--- config.mk ---
export PLATFORM = sky130hd
export DESIGN_NAME = fp_add_sub_pipe_flat
export DESIGN_NICKNAME = d
export VERILOG_FILES = /design/src/rtl/fp_add_sub_pipe_if.sv /design/src/rtl/fp_add_sub_pipe.sv /design/src/flat_wrapper.sv
export SDC_FILE = /design/constraint.sdc
export NUM_CORES = 1
export LEC_CHECK = 0
export BUFFER_PORTS_ARGS = -buffer_cell sky130_fd_sc_hd__buf_2
export CORE_MARGIN = 3
export CORE_UTILIZATION = 55
export CTS_BUF_LIST = sky130_fd_sc_hd__clkbuf_16
export CTS_CLUSTER_DIAMETER = 30
export CTS_CLUSTER_SIZE = 16
export DETAILED_ROUTE_END_ITERATION = 10
export PLACE_DENSITY_LB_ADDON = 0.15
export SYNTH_ARGS = -nofsm -noshare
export SYNTH_HDL_FRONTEND = slang
export SYNTH_SLANG_ARGS = --single-unit
export TNS_END_PERCENT = 5
--- constraint.sdc ---
create_clock -name clk -period 6.9 [get_ports clk]
set_clock_uncertainty 0.2 [all_clocks]
set_input_delay 2.07 -clock clk [delete_from_list [all_inputs] [get_ports clk]]
set_output_delay 2.07 -clock clk [all_outputs]
set_load 0.005 [all_outputs]
--- src/rtl/fp_add_sub_pipe_if.sv ---
// Handshake/data bundle for fp_add_sub_pipe: operand request side and
// result side with exception flags.
interface fp_add_sub_pipe_if #(
  parameter int EXP_W = 8,
  parameter int MAN_W = 23
);
  localparam int W = 1 + EXP_W + MAN_W;

  logic         valid_in;
  logic         in_ready;
  logic [W-1:0] dina;
  logic [W-1:0] dinb;
  logic         op;
  logic [W-1:0] result;
  logic         valid_out;
  logic         out_ready;
  logic         flag_invalid;
  logic         flag_overflow;
  logic         flag_underflow;
  logic         flag_inexact;

  modport master (
    output valid_in, dina, dinb, op, out_ready,
    input  in_ready, result, valid_out,
           flag_invalid, flag_overflow, flag_underflow, flag_inexact
  );

  modport slave (
    input  valid_in, dina, dinb, op, out_ready,
    output in_ready, result, valid_out,
           flag_invalid, flag_overflow, flag_underflow, flag_inexact
  );
endinterface

--- src/rtl/fp_add_sub_pipe.sv ---
// Four-stage pipelined IEEE-754-style add/sub, RNE rounding, global stall.
// Define FPADD_SUBNORMAL_EN for gradual underflow; otherwise flush-to-zero.
module fp_add_sub_pipe #(
  parameter int EXP_W = 8,
  parameter int MAN_W = 23
) (
  input logic              clk,
  input logic              rst,
  fp_add_sub_pipe_if.slave bus
);
  localparam int          W     = 1 + EXP_W + MAN_W;
  localparam int          XW    = MAN_W + 4;
  localparam int          SW    = MAN_W + 5;
  localparam int          LZW   = $clog2(SW + 1);
  localparam int unsigned SHMAX = MAN_W + 3;
  localparam int          EMAX  = (1 << EXP_W) - 1;
  localparam logic [W-1:0] QNAN = {1'b0, {EXP_W{1'b1}}, 1'b1, {(MAN_W-1){1'b0}}};

  typedef struct packed {
    logic             nan;
    logic             inf;
    logic [EXP_W-1:0] e;
    logic [MAN_W:0]   m;
  } dec_t;

  typedef struct packed {
    logic             sx;
    logic             sy;
    logic [EXP_W-1:0] ex;
    logic [MAN_W:0]   mx;
    logic [MAN_W:0]   my;
    logic [EXP_W-1:0] diff;
    logic             spec;
    logic             inv;
    logic [W-1:0]     spec_res;
  } s1_t;

  typedef struct packed {
    logic             sx;
    logic             zsign;
    logic             eff_sub;
    logic [EXP_W-1:0] ex;
    logic [XW-1:0]    x_ext;
    logic [XW-1:0]    y_al;
    logic             spec;
    logic             inv;
    logic [W-1:0]     spec_res;
  } s2_t;

  typedef struct packed {
    logic             sx;
    logic             zsign;
    logic [EXP_W-1:0] ex;
    logic [SW-1:0]    sum;
    logic [LZW-1:0]   lz;
    logic             spec;
    logic             inv;
    logic [W-1:0]     spec_res;
  } s3_t;

  typedef struct packed {
    logic         valid;
    logic [W-1:0] result;
    logic         inv;
    logic         ovf;
    logic         unf;
    logic         inx;
  } out_t;

  // Zero and subnormal fields share effective exponent 1 so alignment needs no special case.
  function automatic dec_t decode(input logic [W-1:0] v);
    dec_t             d;
    logic [EXP_W-1:0] e;
    logic [MAN_W-1:0] f;
    e     = v[W-2 -: EXP_W];
    f     = v[MAN_W-1:0];
    d.nan = (&e) && (|f);
    d.inf = (&e) && !(|f);
    if (e == '0) begin
      d.e = EXP_W'(1);
`ifdef FPADD_SUBNORMAL_EN
      d.m = {1'b0, f};
`else
      d.m = '0;
`endif
    end else begin
      d.e = e;
      d.m = {1'b1, f};
    end
    return d;
  endfunction

  logic        adv;
  logic [3:1]  v_d, v_q;
  s1_t         s1_d, s1_q;
  s2_t         s2_d, s2_q;
  s3_t         s3_d, s3_q;
  out_t        out_d, out_q;

  dec_t        da, db;
  logic        sa, sb, swap;
  logic [XW-1:0] y_ext;
  logic        sticky;
  int unsigned sh;
  int          e, ls;
  logic [XW-1:0]    m;
  logic [MAN_W+1:0] rm;
  logic        rup, inexact;

  always_comb adv = !out_q.valid || bus.out_ready;
  always_comb v_d = {v_q[2:1], bus.valid_in};

  // S1: unpack, classify, order by magnitude.
  always_comb begin
    da   = decode(bus.dina);
    db   = decode(bus.dinb);
    sa   = bus.dina[W-1];
    sb   = bus.dinb[W-1] ^ bus.op;
    swap = {db.e, db.m} > {da.e, da.m};
    s1_d = '0;
    s1_d.sx   = swap ? sb : sa;
    s1_d.sy   = swap ? sa : sb;
    s1_d.ex   = swap ? db.e : da.e;
    s1_d.mx   = swap ? db.m : da.m;
    s1_d.my   = swap ? da.m : db.m;
    s1_d.diff = (swap ? db.e : da.e) - (swap ? da.e : db.e);
    if (da.nan || db.nan) begin
      s1_d.spec     = 1'b1;
      s1_d.spec_res = QNAN;
    end else if (da.inf && db.inf && (sa != sb)) begin
      s1_d.spec     = 1'b1;
      s1_d.inv      = 1'b1;
      s1_d.spec_res = QNAN;
    end else if (da.inf) begin
      s1_d.spec     = 1'b1;
      s1_d.spec_res = {sa, {EXP_W{1'b1}}, {MAN_W{1'b0}}};
    end else if (db.inf) begin
      s1_d.spec     = 1'b1;
      s1_d.spec_res = {sb, {EXP_W{1'b1}}, {MAN_W{1'b0}}};
    end
  end

  // S2: align smaller operand; everything shifted below bit 0 folds into sticky.
  always_comb begin
    sh     = (32'(s1_q.diff) > SHMAX) ? SHMAX : 32'(s1_q.diff);
    y_ext  = {s1_q.my, 3'b000};
    sticky = 1'b0;
    for (int unsigned i = 0; i < XW; i++) begin
      if (i < sh && y_ext[i]) sticky = 1'b1;
    end
    s2_d          = '0;
    s2_d.sx       = s1_q.sx;
    s2_d.zsign    = s1_q.sx & s1_q.sy;
    s2_d.eff_sub  = s1_q.sx ^ s1_q.sy;
    s2_d.ex       = s1_q.ex;
    s2_d.x_ext    = {s1_q.mx, 3'b000};
    s2_d.y_al     = y_ext >> sh;
    s2_d.y_al[0]  = s2_d.y_al[0] | sticky;
    s2_d.spec     = s1_q.spec;
    s2_d.inv      = s1_q.inv;
    s2_d.spec_res = s1_q.spec_res;
  end

  // S3: significand add/sub and leading-zero count.
  always_comb begin
    s3_d          = '0;
    s3_d.sx       = s2_q.sx;
    s3_d.zsign    = s2_q.zsign;
    s3_d.ex       = s2_q.ex;
    s3_d.spec     = s2_q.spec;
    s3_d.inv      = s2_q.inv;
    s3_d.spec_res = s2_q.spec_res;
    if (s2_q.eff_sub) s3_d.sum = {1'b0, s2_q.x_ext} - {1'b0, s2_q.y_al};
    else              s3_d.sum = {1'b0, s2_q.x_ext} + {1'b0, s2_q.y_al};
    s3_d.lz = LZW'(SW);
    for (int unsigned i = 0; i < SW; i++) begin
      if (s3_d.sum[i]) s3_d.lz = LZW'(SW - 1 - i);
    end
  end

  // S4: normalise, round-to-nearest-even, exceptions, repack.
  always_comb begin
    out_d = '0;
    ls    = 0;
    if (s3_q.sum[SW-1]) begin
      m = {s3_q.sum[SW-1:2], |s3_q.sum[1:0]};
      e = int'(s3_q.ex) + 1;
    end else begin
      ls = int'(s3_q.lz) - 1;
`ifdef FPADD_SUBNORMAL_EN
      // Stop at exponent 1 so tiny results come out as subnormals.
      if (ls > int'(s3_q.ex) - 1) ls = int'(s3_q.ex) - 1;
`endif
      m = XW'(s3_q.sum << ls);
      e = int'(s3_q.ex) - ls;
    end
    inexact = |m[2:0];
    rup     = m[2] & (m[1] | m[0] | m[3]);
    rm      = {1'b0, m[XW-1:3]} + {{(MAN_W+1){1'b0}}, rup};
    if (rm[MAN_W+1]) begin
      rm = rm >> 1;
      e  = e + 1;
    end
    out_d.valid = v_q[3];
    if (v_q[3]) begin
      if (s3_q.spec) begin
        out_d.result = s3_q.spec_res;
        out_d.inv    = s3_q.inv;
      end else if (s3_q.sum == '0) begin
        out_d.result = {s3_q.zsign, {(W-1){1'b0}}};
      end else if (e >= EMAX) begin
        out_d.result = {s3_q.sx, {EXP_W{1'b1}}, {MAN_W{1'b0}}};
        out_d.ovf    = 1'b1;
        out_d.inx    = 1'b1;
`ifndef FPADD_SUBNORMAL_EN
      end else if (e < 1) begin
        out_d.result = {s3_q.sx, {(W-1){1'b0}}};
        out_d.unf    = 1'b1;
        out_d.inx    = 1'b1;
`endif
      end else begin
        out_d.result = {s3_q.sx, rm[MAN_W] ? EXP_W'(e) : {EXP_W{1'b0}}, rm[MAN_W-1:0]};
        out_d.inx    = inexact;
`ifdef FPADD_SUBNORMAL_EN
        out_d.unf    = !rm[MAN_W] && inexact;
`endif
      end
    end
  end

  always_ff @(posedge clk) begin
    if (rst) begin
      v_q   <= '0;
      s1_q  <= '0;
      s2_q  <= '0;
      s3_q  <= '0;
      out_q <= '0;
    end else if (adv) begin
      v_q   <= v_d;
      s1_q  <= s1_d;
      s2_q  <= s2_d;
      s3_q  <= s3_d;
      out_q <= out_d;
    end
  end

  assign bus.in_ready       = adv;
  assign bus.valid_out      = out_q.valid;
  assign bus.result         = out_q.result;
  assign bus.flag_invalid   = out_q.inv;
  assign bus.flag_overflow  = out_q.ovf;
  assign bus.flag_underflow = out_q.unf;
  assign bus.flag_inexact   = out_q.inx;
endmodule

--- src/flat_wrapper.sv ---
// flat-port wrapper written by rule: the top's interface ports become plain ports
module fp_add_sub_pipe_flat 
#(
  parameter int EXP_W = 8,
  parameter int MAN_W = 23
)
  (clk, rst, bus_valid_in, bus_dina, bus_dinb, bus_op, bus_out_ready, bus_in_ready, bus_result, bus_valid_out, bus_flag_invalid, bus_flag_overflow, bus_flag_underflow, bus_flag_inexact);
  fp_add_sub_pipe_if #(.EXP_W(EXP_W), .MAN_W(MAN_W)) bus_i ();
  input logic clk;
  input logic rst;
  input wire logic [$bits(bus_i.valid_in)-1:0] bus_valid_in;
  input wire logic [$bits(bus_i.dina)-1:0] bus_dina;
  input wire logic [$bits(bus_i.dinb)-1:0] bus_dinb;
  input wire logic [$bits(bus_i.op)-1:0] bus_op;
  input wire logic [$bits(bus_i.out_ready)-1:0] bus_out_ready;
  output wire logic [$bits(bus_i.in_ready)-1:0] bus_in_ready;
  output wire logic [$bits(bus_i.result)-1:0] bus_result;
  output wire logic [$bits(bus_i.valid_out)-1:0] bus_valid_out;
  output wire logic [$bits(bus_i.flag_invalid)-1:0] bus_flag_invalid;
  output wire logic [$bits(bus_i.flag_overflow)-1:0] bus_flag_overflow;
  output wire logic [$bits(bus_i.flag_underflow)-1:0] bus_flag_underflow;
  output wire logic [$bits(bus_i.flag_inexact)-1:0] bus_flag_inexact;
  assign bus_i.valid_in = bus_valid_in;
  assign bus_i.dina = bus_dina;
  assign bus_i.dinb = bus_dinb;
  assign bus_i.op = bus_op;
  assign bus_i.out_ready = bus_out_ready;
  assign bus_in_ready = bus_i.in_ready;
  assign bus_result = bus_i.result;
  assign bus_valid_out = bus_i.valid_out;
  assign bus_flag_invalid = bus_i.flag_invalid;
  assign bus_flag_overflow = bus_i.flag_overflow;
  assign bus_flag_underflow = bus_i.flag_underflow;
  assign bus_flag_inexact = bus_i.flag_inexact;
  fp_add_sub_pipe #(.EXP_W(EXP_W), .MAN_W(MAN_W)) u_core (.clk(clk), .rst(rst), .bus(bus_i));
endmodule
==> results of run 1 <==
-- final cells by class --
class	instances	area, um^2
Sequential cell	223	4470
Timing Repair Buffer	160	958
Fill cell	2856	11300
Inverter	90	343
Multi-Input combinational cell	1971	12600
Clock inverter	40	561
Clock buffer	47	1180
Tap cell	435	544
-- path summary, 6_finish.rpt --
path / depth (start not counted) / endpoint / from
worst max-delay path: 23 / u_core.bus.result[5] / u_core.s3_q[34]
worst min-delay path: 2 / u_core.s3_q[32] / u_core.s3_q[32]
worst max register to register: 23 / u_core.bus.result[5] / u_core.s3_q[34]
worst min register to register: 2 / u_core.s3_q[32] / u_core.s3_q[32]
-- kinds of logic after synthesis --
family | after synthesis | synth area share [%]
mux | 100 | 6.68
flops | 223 | 24.9
fa+ha+maj | 107 | 7.53
simple gates | 1020 | 26.8
compound gates | 675 | 25.1
xor+xnor | 69 | 3.41
buf+inv | 254 | 5.64
-- tightest hold or removal path: stages, from the launching register on --
cell and delay, ps:
sky130_fd_sc_hd__dfxtp_1 300, sky130_fd_sc_hd__nand2_1 50, sky130_fd_sc_hd__a21oi_1 50
-- metrics by stage --
| stage | power, mW | area, um^2 | TNS (ps) | hold slack, ps | std cells |
|---|---|---|---|---|---|
| final | 7.48 | 20600 | 0 | 246 | 2966 |
| after global routing | 7.90 | 20600 | -41.2 | 271 | 2966 |
| after CTS | 7.39 | 20600 | 0 | 250 | 2965 |
| after detailed placement | 4.91 | 18800 | 0 | 242 | 2878 |
| after global placement | 4.88 | 18800 | 0 | 234 | 2878 |
| after floorplan | 3.99 | 18000 | 0 | 231 | 2448 |
-- power by group through the flow --
stage / sequential (mW) / combinational [mW] / clock [mW]
6_report: 1.56 / 3.46 / 2.46
3_5_place_dp: 1.58 / 3.33 / 0
4_1_cts: 1.55 / 3.35 / 2.48
2_1_floorplan: 1.50 / 2.49 / 0
5_1_grt: 1.57 / 3.77 / 2.56
3_3_place_gp: 1.57 / 3.31 / 0
-- synthesized netlist by cell type, types with 9 or more instances --
library cell and count:
sky130_fd_sc_hd__nand2_1 367, sky130_fd_sc_hd__xor2_1 17, sky130_fd_sc_hd__o211ai_1 20, sky130_fd_sc_hd__a32oi_1 9
sky130_fd_sc_hd__nor2_1 279, sky130_fd_sc_hd__mux2i_1 77, sky130_fd_sc_hd__inv_1 86, sky130_fd_sc_hd__ha_1 104
sky130_fd_sc_hd__buf_2 26, sky130_fd_sc_hd__o22ai_1 15, sky130_fd_sc_hd__dfxtp_1 223, sky130_fd_sc_hd__o21ai_0 89
sky130_fd_sc_hd__a221o_1 16, sky130_fd_sc_hd__or4_1 13, sky130_fd_sc_hd__or2_2 11, sky130_fd_sc_hd__a22oi_1 20
sky130_fd_sc_hd__nand2b_1 20, sky130_fd_sc_hd__a221oi_1 13, sky130_fd_sc_hd__o21a_1 10, sky130_fd_sc_hd__a311oi_1 13
sky130_fd_sc_hd__xnor2_1 51, sky130_fd_sc_hd__nor4_1 40, sky130_fd_sc_hd__a21oi_1 209, sky130_fd_sc_hd__a211oi_1 90
sky130_fd_sc_hd__a21o_1 18, sky130_fd_sc_hd__nand4_1 30, sky130_fd_sc_hd__mux4_2 15, sky130_fd_sc_hd__o31ai_1 17
sky130_fd_sc_hd__or3_1 21, sky130_fd_sc_hd__o21ai_1 17, sky130_fd_sc_hd__clkbuf_1 125, sky130_fd_sc_hd__and2_1 35
sky130_fd_sc_hd__nor2b_1 15, sky130_fd_sc_hd__and3_1 12, sky130_fd_sc_hd__a31oi_1 21, sky130_fd_sc_hd__nand3_1 44
sky130_fd_sc_hd__nor3_1 83
-- timing repair --
action | CTS | global route
buffers inserted | 0 | 1
gates resized for setup | 0 | 13
setup endpoints to repair | 0 | 32
-- sequential cells by signal, summed over array words and instances, names as in the netlist --
register and count:
u_core.bus.result 32, u_core.s2_q 66, u_core.bus.flag_invalid 1, u_core.bus.flag_inexact 1, u_core.s1_q 70, u_core.v_q 3, u_core.bus.flag_underflow 1, u_core.bus.valid_out 1
u_core.s3_q 47, u_core.bus.flag_overflow 1
-- layer usage --
metal	vias up	routed length, um	track usage, %
li1	9023	-	-
met2	742	26900	53.2
met4	0	1930	10.9
met1	8924	26700	45.1
met5	-	0	0
met3	133	4300	6.20
==> implementation parameters, run 1 <==
Parameter                              Value

CTS
  Latest clock arrival within the worst-skew pair    580 ps
  Number of buffers created by CTS    47
  Root Buffer    sky130_fd_sc_hd__clkbuf_16
  CTS clock-pin slew for the worst setup and hold paths    50 ps
  CTS sink count    223
  CTS H-tree depth    2
  Buffer levels on the longest clock path    3
  Number of buffers inserted by hold repair at cts    0
  TritonCTS clock tree    built

Critical path
  Data required, critical path    7180 ps
  Worst-path cell with the longest stage delay    sky130_fd_sc_hd__or4_1
  Slowest stage delay, CP    570 ps
  Data arrival time of the critical path    6790 ps
  Critical path endpoint category    flop
  Largest fanout of any net on the critical path    23
  Element type at the critical path start    flop
  Setup slack, reg-to-reg    about 390 ps
  Crit Path Category    flop to flop
  Ordered cell list for the critical path    buf_4 -> or4_1 -> nor2_2 -> clkinv_1 -> ha_2 -> a21oi_2 -> a21boi_1 -> a311oi_4 -> o21ai_0 -> ha_1 -> or2_2 -> or4_1 -> a211oi_2 -> o21ai_0 -> nor4_4 -> a221oi_1 -> a21o_1 -> nor4_1 -> nand4_1 -> nor4_4 -> nand4_2 -> buf_4 -> o31ai_1
  Kind of cell adding the most delay to the critical path    simple AND/OR/NAND/NOR gates
  Buf+Inv Stages, Crit Path    3

STA
  Tmin final    6510 ps
  Final Worst Setup Slack    391 ps
  Max transition margin    34.5%
  Final Max Slew Viols    0
  Slew of the pin with the lowest slew margin    974 ps
  Final Hold Viols    0
  Post-route clock period utilization    a little over nine tenths
  Setup violation total in the final timing report    0
  Highest attainable clock frequency    0.154 GHz

Floorplan
  Starting Density    56.3%
  Width of the chip    around 190 um
  Total die area    0.0349 mm^2
  Y dimension of the die    187 um
  Number of cell rows    65
  Top-Level Pins    107
  Core Box Area    0.0319 mm^2

Synthesis
  Count of yosys warnings during synthesis    0
  Post-synth top area share    24.9%
  Flop and latch count out of synthesis    223
  Post-synth EDFFs    0
  Netlist Area Pre-Place    0.0180 mm^2
  Post-synthesis cell type with the largest combined area    sky130_fd_sc_hd__dfxtp_1
  Number of distinct library cells after synthesis    96
  Post-synthesis async set-or-reset flop share    0%
  Mapped Avg Cell Area    7.34 um^2
  Total nets after synthesis    2623
  Most area-consuming cells after synthesis    sky130_fd_sc_hd__dfxtp_1, sky130_fd_sc_hd__nand2_1, sky130_fd_sc_hd__ha_1, sky130_fd_sc_hd__nor2_1, sky130_fd_sc_hd__a21oi_1
  Sequential element share of the synthesized area    24.9%
  Primary FF master, synth    sky130_fd_sc_hd__dfxtp_1
  Count of mapped cells out of synthesis    2448

Power and ir drop
  Maximum vdd drop    roughly 0.23 mV
  Net switching power figure    3.11 mW
  Sequential group share of total power    a little over a fifth
  Clock share of power    between 30% and 40%
  Static Leakage    around 8.4 nW
  Ratio of total power to cell area    363 mW/mm^2
  Sw frac    a little over two fifths
  Comb power frac    46.3%
  Internal power summed over all cells    about 4.4 mW

Min path
  Class of the tightest hold or removal check    flop to flop

Cells and area
  Core utilization of the finished layout    64.7%
  Share of final-layout standard cells stronger than drive strength 1    13.0%
  Number of nets at the end of the flow    2668
  P&R area growth vs syn    14.9%
  Commonest cells after routing, fill and taps aside    sky130_fd_sc_hd__nand2_1, sky130_fd_sc_hd__nor2_1, sky130_fd_sc_hd__dfxtp_1, sky130_fd_sc_hd__a21oi_1, sky130_fd_sc_hd__buf_2
  Commonest non-fill, non-tap cell in the layout    sky130_fd_sc_hd__nand2_1
  Antenna Diode Count    0

Global routing
  Aggregate global-route resource usage    33.2%
  Vias in the first global route    17600
  Antenna violations before repair    0
  First-pass GRT wire length    roughly 96000 um
  Remaining Overflow, GRT    0
  Largest net degree at the start of global routing    83

Route
  Iter 0 DRT Violations    1664
  Wire length reported by the detailed router    59900 um
  Initial DRT Pass Iterations    5
  Routed Antenna Nets    0
  Detailed-route vias per instance    6.35
  DRC violation count after routing    0
  Routed wire length per instance    roughly 20 um
  Count of vias placed by the detailed router    ~19000

Outcome
  Outcome    completed

Placement
  Worst slack, placed    275 ps
  Final Wtd Congestion    0.958
  HPWL Detailed    45400 um
  Buffers added on ports    106

Job
  Max-cap violation count    0
Power figures use the tool's default switching activity.
==> inputs of run 2 (changes only) <==
--- a/config.mk
+++ b/config.mk
@@ -5,7 +5,7 @@
 export SDC_FILE = /design/constraint.sdc
 export NUM_CORES = 1
 export LEC_CHECK = 0
-export BUFFER_PORTS_ARGS = -buffer_cell sky130_fd_sc_hd__buf_2
+export BUFFER_PORTS_ARGS = -buffer_cell sky130_fd_sc_hd__buf_4
 export CORE_MARGIN = 3
 export CORE_UTILIZATION = 55
 export CTS_BUF_LIST = sky130_fd_sc_hd__clkbuf_16
==> run 2 against run 1 <==
Maximum frequency is 0.58% lower. First-iteration DRC count is 31% higher. Combinational power barely moved. Worst hold slack improved by 2.5 ps. Critical path type unchanged. Largest power group unchanged.
==> implementation parameters, run 2 (synthesis gave the netlist of run 1 again) <==
Parameter                              Value

Route
  Detailed-route vias per instance    6.37 (+0.42%)
  Wire length reported by the detailed router    60500 um (+0.92%)
  Count of vias placed by the detailed router    18900 (+0.31%)
  Iter 0 DRT Violations    2179 (+31%)
  Routed wire length per instance    20.4 um (+1.0%)
  Initial DRT Pass Iterations    6 (+1)
  Routed Antenna Nets    0 (unchanged)
  DRC violation count after routing    0 (unchanged)

Cells and area
  Number of nets at the end of the flow    2665 (-0.11%)
  Share of final-layout standard cells stronger than drive strength 1    12.7% (-0.34 points)
  Non-filler instance count after layout    2963 (-0.10%)
  Antenna Diode Count    0 (unchanged)
  Commonest cells after routing, fill and taps aside    sky130_fd_sc_hd__nand2_1, sky130_fd_sc_hd__nor2_1, sky130_fd_sc_hd__dfxtp_1, sky130_fd_sc_hd__a21oi_1, sky130_fd_sc_hd__buf_4
  FILL cells    2912 (+2.0%)
  Core utilization of the finished layout    64.8% (+0.094 points)
  Number of flip-flops under the largest register name    70 (unchanged)
  Commonest non-fill, non-tap cell in the layout    sky130_fd_sc_hd__nand2_1
  Top flop regs    u_core.s1_q (70), u_core.s2_q (66), u_core.s3_q (47)
  P&R area growth vs syn    15.0%
  Register with the highest flop count    u_core.s1_q

STA
  Highest attainable clock frequency    0.153 GHz (-0.58%)
  Post-route clock period utilization    94.9% (+0.55 points)
  Slew of the pin with the lowest slew margin    981 ps (+7.22 ps)
  Tmin final    6550 ps (+38.2 ps)
  Final Max Slew Viols    0 (unchanged)
  Setup violation total in the final timing report    0 (unchanged)
  Max transition margin    34.6% (+0.059 points)
  Final sum of negative setup slack    0 ps (unchanged)
  Final Hold Viols    0 (unchanged)

Min path
  Number of stages on the worst hold path    2 (unchanged)
  Hold path start    u_core.s2_q[95]
  Class of the tightest hold or removal check    flop to flop
  Worst Hold Endpoint    u_core.s2_q[95]

Global routing
  Remaining Overflow, GRT    0 (unchanged)
  Aggregate global-route resource usage    33.3% (+0.12 points)
  Largest net degree at the start of global routing    126 (+52%)
  Antenna violations before repair    0 (unchanged)
  First-pass GRT wire length    96000 um (+0.17%)
  Vias in the first global route    17500 (-0.22%)

Critical path
  Buf+Inv Stages, Crit Path    4 (+1)
  Register-to-Register Path Depth    24 (+4.3%)
  Setup slack, reg-to-reg    350 ps (-40 ps)
  Cell repeated most along the worst path    sky130_fd_sc_hd__ha_1
  Ordered cell list for the critical path    inv_1 -> ha_1 -> xor2_2 -> inv_2 -> ha_1 -> nand2b_1 -> a211oi_2 -> o221ai_2 -> a311oi_2 -> o21ai_0 -> ha_1 -> or2_2 -> or4_1 -> a211oi_2 -> o21ai_0 -> nor4_4 -> buf_4 -> a31oi_1 -> nor4_1 -> nand4_1 -> nor4_4 -> buf_4 -> o21ai_2 -> a221o_1
  Worst R2R End    u_core.bus.result[30]
  Worst flop-to-flop path startpoint    u_core.s3_q[34]
  Critical path endpoint category    flop
  Data required, critical path    7140 ps (-40 ps)
  Crit Path Category    flop to flop
  Data arrival time of the critical path    6790 ps (about the same)
  Launching element of the worst setup path    u_core.s3_q[34]
  Largest fanout of any net on the critical path    10 (-57%)
  Critical path depth    24 (+4.3%)
  Slowest stage delay, CP    430 ps (-140 ps)
  Worst-path cell with the longest stage delay    sky130_fd_sc_hd__or4_1
  Element type at the critical path start    flop
  Kind of cell adding the most delay to the critical path    simple AND/OR/NAND/NOR gates

Job
  Max-cap violation count    0 (unchanged)

Power and ir drop
  Maximum vdd drop    0.213 mV (-5.2%)
  Final Power    7.18 mW (-4.0%)
  Static Leakage    8.35 nW (-0.52%)
  Ratio of total power to cell area    348 mW/mm^2 (-4.1%)

Placement
  HPWL Detailed    45400 um (about the same)
  Final Wtd Congestion    0.964 (+0.61%)
  Buffers added on ports    106 (unchanged)
  Inst Count DP    2875 (-0.10%)

CTS
  Latest clock arrival within the worst-skew pair    560 ps (-20 ps)
  CTS sink count    223 (unchanged)
  CTS H-tree depth    2 (unchanged)
  Root Buffer    sky130_fd_sc_hd__clkbuf_16
  CTS clock-pin slew for the worst setup and hold paths    50 ps (about the same)
  TritonCTS clock tree    built
  Number of buffers created by CTS    46 (-2.1%)
  Buffer levels on the longest clock path    3 (unchanged)

Floorplan
  Top-Level Pins    107 (unchanged)
  Width of the chip    187 um (unchanged)
  Starting Density    56.3% (unchanged)
  Number of cell rows    65 (unchanged)
  Y dimension of the die    187 um (unchanged)
  Core Box Area    0.0319 mm^2 (unchanged)
  Total die area    0.0349 mm^2 (unchanged)

Outcome
  Outcome    completed
[run 2: cell types whose count changed in the layout (fill, tap and decap cells not counted), sizes merged]
cell,before,now
clkinvlp,4,6
inv,104,102
bufinv,10,4
buf,160,158
clkinv,12,17
[run 2: worst max-delay path by stage]
stage | slack (ps) | to
2_1_floorplan | 30 | u_core.bus.result[11]
3_3_place_gp | 340 | u_core.s1_q[40]
3_5_place_dp | 180 | u_core.s1_q[40]
4_1_cts | 210 | u_core.bus.result[30]
5_1_grt | -50 | u_core.bus.result[17]
6_report | 350 | u_core.bus.result[30]
[run 2: what timing repair did]
item,CTS,global route
endpoints found under the setup margin,0,32
gates resized for setup,0,8
hold endpoints to repair,0,0
hold buffers,0,0
buffers inserted,0,2
[run 2: metrics by stage]
stage / setup WS, ps / area (um^2) / hold slack, ps
3_5_place_dp: 184 / 19100 / 242
3_3_place_gp: 344 / 19100 / 238
2_1_floorplan: 28.6 / 18000 / 231
5_1_grt: -50.6 / 20700 / 272
4_1_cts: 209 / 20600 / 247
6_report: 353 / 20700 / 249
[run 2: layout make-up]
cell class              instances  area, um^2  share of cell area [%]
clock inverters                39         367                    1.77
flip-flops and latches        223        4470                    21.6
well taps                     435         544                    2.64
repair buffers                158        1200                    5.82
multi-input cells            1971       12600                    60.8
inverters                      90         343                    1.66
clock buffers                  47        1180                    5.69
[run 2: where the power goes]
part           switching, mW  internal [mW]  total (mW)  leakage, nW
logic                   2.13           1.31        3.44         5.76
clock network          0.766           1.41        2.17        0.760
registers              0.165           1.40        1.57         1.83
total                   3.06           4.12        7.18         8.35
[run 2: layer usage]
| layer | GRT usage, % | up-vias | wire length (um) | part of all wire (%) |
|---|---|---|---|---|
| met1 | 45.4 | 8967 | 27000 | 45 |
| met4 | 10.5 | 0 | 1600 | 2.6 |
| met2 | 54.0 | 799 | 27500 | 46 |
| li1 | - | 9003 | - | - |
| met5 | 0 | - | 0 | 0 |
| met3 | 5.50 | 112 | 4350 | 7.2 |
[run 2: worst reg2reg max path: stages (launching register included)]
cell and delay [ps]:
sky130_fd_sc_hd__dfxtp_4 380, sky130_fd_sc_hd__inv_1 90, sky130_fd_sc_hd__ha_1 320, sky130_fd_sc_hd__xor2_2 210
sky130_fd_sc_hd__inv_2 60, sky130_fd_sc_hd__ha_1 360, sky130_fd_sc_hd__nand2b_1 130, sky130_fd_sc_hd__a211oi_2 300
sky130_fd_sc_hd__o221ai_2 170, sky130_fd_sc_hd__a311oi_2 390, sky130_fd_sc_hd__o21ai_0 150, sky130_fd_sc_hd__ha_1 310
sky130_fd_sc_hd__or2_2 340, sky130_fd_sc_hd__or4_1 430, sky130_fd_sc_hd__a211oi_2 280, sky130_fd_sc_hd__o21ai_0 220
sky130_fd_sc_hd__nor4_4 320, sky130_fd_sc_hd__buf_4 210, sky130_fd_sc_hd__a31oi_1 80, sky130_fd_sc_hd__nor4_1 290
sky130_fd_sc_hd__nand4_1 190, sky130_fd_sc_hd__nor4_4 380, sky130_fd_sc_hd__buf_4 200, sky130_fd_sc_hd__o21ai_2 130
sky130_fd_sc_hd__a221o_1 300
